**src/rtl/subsurf_pkg.sv**
```systemverilog
// Shared types and constants for the subdivision-surface controller.
// FSM state enum, default RAM address width, bank count, start pulse length.
package subsurf_pkg;

  localparam int ADDR_W    = 9;
  localparam int NBANK     = 3;
  localparam int START_LEN = 3;

  typedef enum logic [1:0] {
    S_IDLE,
    S_LAUNCH,
    S_WAIT,
    S_FIN
  } state_t;

endpackage

```
**src/rtl/subsurf_ctrl_ram_port_mux.sv**
```systemverilog
// Combinational RAM port mux: engine buses when eng_owns, else one host bank.
// Ports: eng_owns/host_sel selects, host_* access, eng_* buses, ram_* outputs.
module ram_port_mux
  import subsurf_pkg::*;
#(
  parameter int AW = ADDR_W
) (
  input  logic                  eng_owns,
  input  logic                  host_sel,
  input  logic [1:0]            host_bank,
  input  logic [AW-1:0]         host_addr,
  input  logic [3:0]            host_we,
  input  logic [31:0]           host_wdata,
  input  logic [NBANK-1:0]      eng_en,
  input  logic [NBANK*AW-1:0]   eng_a,
  input  logic [4*NBANK-1:0]    eng_we,
  input  logic [32*NBANK-1:0]   eng_di,
  output logic [NBANK-1:0]      ram_en,
  output logic [NBANK*AW-1:0]   ram_a,
  output logic [4*NBANK-1:0]    ram_we,
  output logic [32*NBANK-1:0]   ram_di
);

  always_comb begin
    ram_en = '0;
    ram_a  = '0;
    ram_we = '0;
    ram_di = '0;
    if (eng_owns) begin
      ram_en = eng_en;
      ram_a  = eng_a;
      ram_we = eng_we;
      ram_di = eng_di;
    end else if (host_sel) begin
      // bank 3 matches no slice, so it is a no-op access
      for (int k = 0; k < NBANK; k++) begin
        if (host_bank == 2'(k)) begin
          ram_en[k]            = 1'b1;
          ram_a[k*AW +: AW]    = host_addr;
          ram_we[k*4 +: 4]     = host_we;
          ram_di[k*32 +: 32]   = host_wdata;
        end
      end
    end
  end

endmodule

```
**src/rtl/subsurf_ctrl.sv**
```systemverilog
// Subdivision run controller: launches engine passes, arbitrates RAM access.
// Ports: cmd_*, busy/done/err, host_* RAM access, eng_* engine, ram_* RAMs.
// Optional watchdog on WAIT enabled by define SUBSURF_WATCHDOG_EN.
module subsurf_ctrl
  import subsurf_pkg::*;
#(
  parameter int ADDR_WIDTH = ADDR_W,
  parameter int WD_CYCLES  = 65535
) (
  input  logic                        clk,
  input  logic                        rst_n,
  input  logic                        cmd_valid,
  input  logic [2:0]                  cmd_levels,
  output logic                        cmd_ready,
  output logic                        busy,
  output logic                        done,
  output logic                        err,
  input  logic                        host_req,
  input  logic [1:0]                  host_bank,
  input  logic [ADDR_WIDTH-1:0]       host_addr,
  input  logic [3:0]                  host_we,
  input  logic [31:0]                 host_wdata,
  output logic                        host_gnt,
  output logic [31:0]                 host_rdata,
  output logic                        host_rvalid,
  output logic                        eng_start,
  input  logic                        eng_busy,
  input  logic [NBANK-1:0]            eng_en,
  input  logic [NBANK*ADDR_WIDTH-1:0] eng_a,
  input  logic [4*NBANK-1:0]          eng_we,
  input  logic [32*NBANK-1:0]         eng_di,
  output logic [NBANK-1:0]            ram_en,
  output logic [NBANK*ADDR_WIDTH-1:0] ram_a,
  output logic [4*NBANK-1:0]          ram_we,
  output logic [32*NBANK-1:0]         ram_di,
  input  logic [32*NBANK-1:0]         ram_do
);

  state_t      state;
  state_t      state_nx;
  logic [2:0]  lvl;
  logic [1:0]  lcnt;
  logic        idle_open;
  logic        eng_owns;
  logic        rd_go;
  logic        wd_hit;
  logic [31:0] rd_slice;

  // the done cycle is already IDLE; keep it closed so the
  // host is served only on the cycle after done
  assign idle_open = (state == S_IDLE) && !done;
  assign host_gnt  = rst_n && idle_open && host_req;
  assign cmd_ready = rst_n && idle_open && cmd_valid && !host_req;
  assign busy      = (state != S_IDLE);
  assign eng_start = (state == S_LAUNCH);
  assign eng_owns  = rst_n && (state == S_LAUNCH || state == S_WAIT);
  assign rd_go     = host_gnt && (host_we == 4'h0);

  always_comb begin
    rd_slice = '0;
    for (int k = 0; k < NBANK; k++) begin
      if (host_bank == 2'(k)) rd_slice = ram_do[k*32 +: 32];
    end
  end

  always_comb begin
    state_nx = state;
    unique case (state)
      S_IDLE: begin
        if (cmd_ready)
          state_nx = (cmd_levels == 3'd0) ? S_FIN : S_LAUNCH;
      end
      S_LAUNCH: begin
        if (lcnt == 2'(START_LEN - 1)) state_nx = S_WAIT;
      end
      S_WAIT: begin
        if (!eng_busy)
          state_nx = (lvl == 3'd1) ? S_FIN : S_LAUNCH;
        else if (wd_hit)
          state_nx = S_IDLE;
      end
      S_FIN: state_nx = S_IDLE;
      default: state_nx = S_IDLE;
    endcase
  end

  always_ff @(posedge clk) begin
    if (!rst_n) begin
      state       <= S_IDLE;
      lvl         <= '0;
      lcnt        <= '0;
      done        <= 1'b0;
      host_rvalid <= 1'b0;
      host_rdata  <= '0;
    end else begin
      state       <= state_nx;
      done        <= (state == S_FIN);
      host_rvalid <= rd_go;
      if (rd_go) host_rdata <= rd_slice;
      lcnt <= (state == S_LAUNCH) ? lcnt + 2'd1 : 2'd0;
      if (cmd_ready)
        lvl <= cmd_levels;
      else if (state == S_WAIT && !eng_busy)
        lvl <= lvl - 3'd1;
    end
  end

`ifdef SUBSURF_WATCHDOG_EN
  localparam int WDW = $clog2(WD_CYCLES + 1);

  logic [WDW-1:0] wd_cnt;
  logic           err_q;

  assign wd_hit = (state == S_WAIT) && eng_busy &&
                  (wd_cnt == WDW'(WD_CYCLES - 1));
  assign err    = err_q;

  always_ff @(posedge clk) begin
    if (!rst_n) begin
      wd_cnt <= '0;
      err_q  <= 1'b0;
    end else begin
      wd_cnt <= (state == S_WAIT && eng_busy) ?
                wd_cnt + WDW'(1) : '0;
      if (cmd_ready)   err_q <= 1'b0;
      else if (wd_hit) err_q <= 1'b1;
    end
  end
`else
  logic unused_wd;

  assign wd_hit    = 1'b0;
  assign err       = 1'b0;
  assign unused_wd = (WD_CYCLES > 0);
`endif

  ram_port_mux #(
    .AW(ADDR_WIDTH)
  ) u_mux (
    .eng_owns   (eng_owns),
    .host_sel   (host_gnt),
    .host_bank  (host_bank),
    .host_addr  (host_addr),
    .host_we    (host_we),
    .host_wdata (host_wdata),
    .eng_en     (eng_en),
    .eng_a      (eng_a),
    .eng_we     (eng_we),
    .eng_di     (eng_di),
    .ram_en     (ram_en),
    .ram_a      (ram_a),
    .ram_we     (ram_we),
    .ram_di     (ram_di)
  );

endmodule

```
**config.mk**
```make
export PLATFORM = sky130hd
export DESIGN_NAME = subsurf_ctrl
export DESIGN_NICKNAME = d
export VERILOG_FILES = /design/src/rtl/subsurf_pkg.sv /design/src/rtl/subsurf_ctrl_ram_port_mux.sv /design/src/rtl/subsurf_ctrl.sv
export SDC_FILE = /design/constraint.sdc
export NUM_CORES = 1
export LEC_CHECK = 0
export BUFFER_PORTS_ARGS = -buffer_cell sky130_fd_sc_hd__clkbuf_2
export CAP_MARGIN = 30
export CELL_PAD_IN_SITES_DETAIL_PLACEMENT = 0
export CELL_PAD_IN_SITES_GLOBAL_PLACEMENT = 1
export CORE_AREA = 4 4 177 179
export CTS_CLUSTER_DIAMETER = 150
export CTS_CLUSTER_SIZE = 20
export DETAILED_ROUTE_END_ITERATION = 7
export DIE_AREA = 0 0 181 183
export PLACE_DENSITY_LB_ADDON = 0.1
export SLEW_MARGIN = 30
export SYNTH_ARGS = -nofsm -noshare
export SYNTH_HDL_FRONTEND = slang
export SYNTH_SLANG_ARGS = --single-unit
```
**constraint.sdc**
```tcl
create_clock -name clk -period 4.6 [get_ports clk]
set_clock_uncertainty 0.15 [all_clocks]
set_input_delay 0.46 -clock clk [delete_from_list [all_inputs] [get_ports clk]]
set_output_delay 0.46 -clock clk [all_outputs]
set_load 0.02 [all_outputs]
```
==> flow_summary.toml <==
[finish]
diodes = 0
mostFrequentLayoutCells = "464 x clkbuf_2, 135 x a22o_1, 66 x a21oi_1"
finalNonFillerCells = 1268
layout-area-overhead-vs-synth_pct = 78.5
post-route-util_pct = 21.9
layout_commonest_cell = "clkbuf_2"
drive_gt1_share_pct = 55.8
final_nets = 1174

[clock_tree]
cts_tree = "yes"
cts_hold_buf = 0
cts_buffers = 5
cts_buffer_depth = 2
cts-resized-gates = 0
clock_sinks = 41
ctsHtreeMaxLevel = 2
post-cts-setup-buffer-count = 0
clk_latency_ps = 290
clkTransAtPathRegs_ps = 70
cts-root-buf = "clkbuf_16"

[timing]
hold_viol_final = 0
period_needed_ps = 3290
worstMarginPinSlew_ps = 637
final.period_utilization_pct = 71.6
setup_ws_ps = 1310
slew_headroom_pct = 57.5
rsz0062_at_grt = "false"
tns_ps = 0
max_freq_mhz = 304
setup_viol = 0
drv_slew = 0

[flow_run]
drv_cap = 0

[yosys]
yosys.area_share.simple_pct = 8.59
synthAdderAreaFrac_pct = 2.76
synth_flop_cell = "dfxtp_1"
synth_top_family_by_area = "compound AO/OA/AOI/OAI gates"
postSynth.asyncResetShare_pct = 0
synth_xor_area_share_pct = 0.483
ys_ff_latch = 41
postSynthCellCount = 448
synth-edff-count = 0
syn_nets = 745
syn_avg_cell_area_um2 = 8.09
syn_area_um2 = 3630
ys_types = 35
yosysWarnings = 0
synth.area.mux_share_pct = 8.83
synth_compound_area_share_pct = 48.5
synth_seq_area_share_pct = 22.6

[die]
ios = 466
die_width_um = 181
initial_core_util_pct = 12.3
design.core.area_um2 = 29600
die_h_um = 183
rows = 63
dieArea_um2 = 33100

[routing]
first_iter_violations = 194
drtPass1Iterations = 4
vias = 5296
ant_nets = 0
drt-total-wl_mm = 25.1
drcViolationCount = 0
vias_per_cell = 4.18
wl_per_cell_um = 19.8

[place]
placedCellCount = 1259
place.gp.congestion = 0.810
pre_cts_ws_ps = 1650
dpl.hpwl_mm = 20.9
port_buffers = 464

[power]
p_per_area_nw_per_um2 = 364
vdd_drop_max_mv = 0.147
power.leakage_nw = 3.55

[run_status]
status = "completed"

[global_routing]
use_met3_pct = 3.81
grt_first_pass_wirelength_mm = 36.0
track_usage_pct = 14.0
antenna_found_initial = 0
top_usage_layer = "met2"
grt_start_max_net_pins = 91
overflow = 0
use_met2_pct = 25.1
grt_util_met1_pct = 16.8
grt_pass1_vias = 5386

[worst_setup_path]
critPathRequiredTime_ps = 3990
cp_max_fo = 90
cp.arrival_ps = 2680
endpoint_kind = "primary output"
critical_path_class = "flip-flop to primary output"
start_kind = "flip-flop"

[worst_hold_path]
min_path_type = "flip-flop to flip-flop"
## worst paths after layout
| kind | startpoint | to | slack (ps) | cells after the start |
|---|---|---|---|---|
| max | state[0] | ram_di[94] | 1310 | 6 |
| min | lcnt[0] | lcnt[0] | 260 | 1 |
| max reg2reg | state[0] | host_rdata[1] | 2330 | 8 |
| min reg2reg | lcnt[0] | lcnt[0] | 260 | 1 |
## area by class of cell
type	instances	area [um^2]
Timing Repair Buffer	475	2440
Multi-Input combinational cell	345	2530
Fill cell	3437	23100
Clock buffer	7	153
Sequential cell	41	821
Tap cell	390	488
Inverter	9	33.8
Clock inverter	1	8.76
## registers in the layout, indices dropped and copies added, names as in the netlist
| register | count |
|---|---|
| lcnt | 2 |
| done | 1 |
| host_rdata | 32 |
| host_rvalid | 1 |
| lvl | 3 |
| state | 2 |
## routing by layer
metal / vias up / share of wire (%)
met1: 2411 / 39
met4: 0 / 2.0
met2: 269 / 51
met3: 29 / 7.8
met5: - / 0
li1: 2587 / -
## worst max-delay path: stages (launching register included)
cell and delay, ps:
dfxtp_1 380, inv_1 100, ha_1 440, and2_4 560
buf_12 410, a22o_1 220, clkbuf_2 190
## report_power, final
group / leakage [nW] / switching (mW) / internal (mW)
clock: 0.0805 / 0.159 / 0.233
combinational: 3.14 / 0.989 / 0.586
sequential: 0.331 / 0.0148 / 0.376
total: 3.55 / 1.16 / 1.19
## synthesized netlist by cell type (3+ instances only)
library cell | number | area [um^2]
a21oi_1 | 66 | 330
o21ai_0 | 35 | 175
buf_2 | 21 | 105
a21o_1 | 3 | 22.5
clkbuf_1 | 26 | 97.6
buf_6 | 4 | 45.0
nand2_1 | 7 | 26.3
ha_1 | 8 | 100
a22o_1 | 135 | 1180
nor2_1 | 35 | 131
mux2i_1 | 32 | 320
dfxtp_1 | 41 | 821
inv_1 | 9 | 33.8
## kinds of logic (layout without fill, tap and decap cells)
family                     Yosys count  in the layout
AOI/OAI and AO/OA                  245            245
xor gates and xnor gates             2              2
adders and majority gates            8              8
buffers and inverters               62            492
DFF                                 41             41
muxes                               32             32
other                                1              1
and+or+nand+nor                     57             57
## through the flow
| step | power [mW] | hold WS (ps) | cell area (um^2) |
|---|---|---|---|
| 2_1_floorplan | 1.38 | 241 | 3630 |
| 3_3_place_gp | 2.02 | 255 | 6280 |
| 3_5_place_dp | 1.99 | 255 | 6280 |
| 4_1_cts | 2.41 | 255 | 6440 |
| 5_1_grt | 2.51 | 277 | 6470 |
| 6_report | 2.36 | 258 | 6470 |
Note: power is estimated with default switching activity, not from simulation.
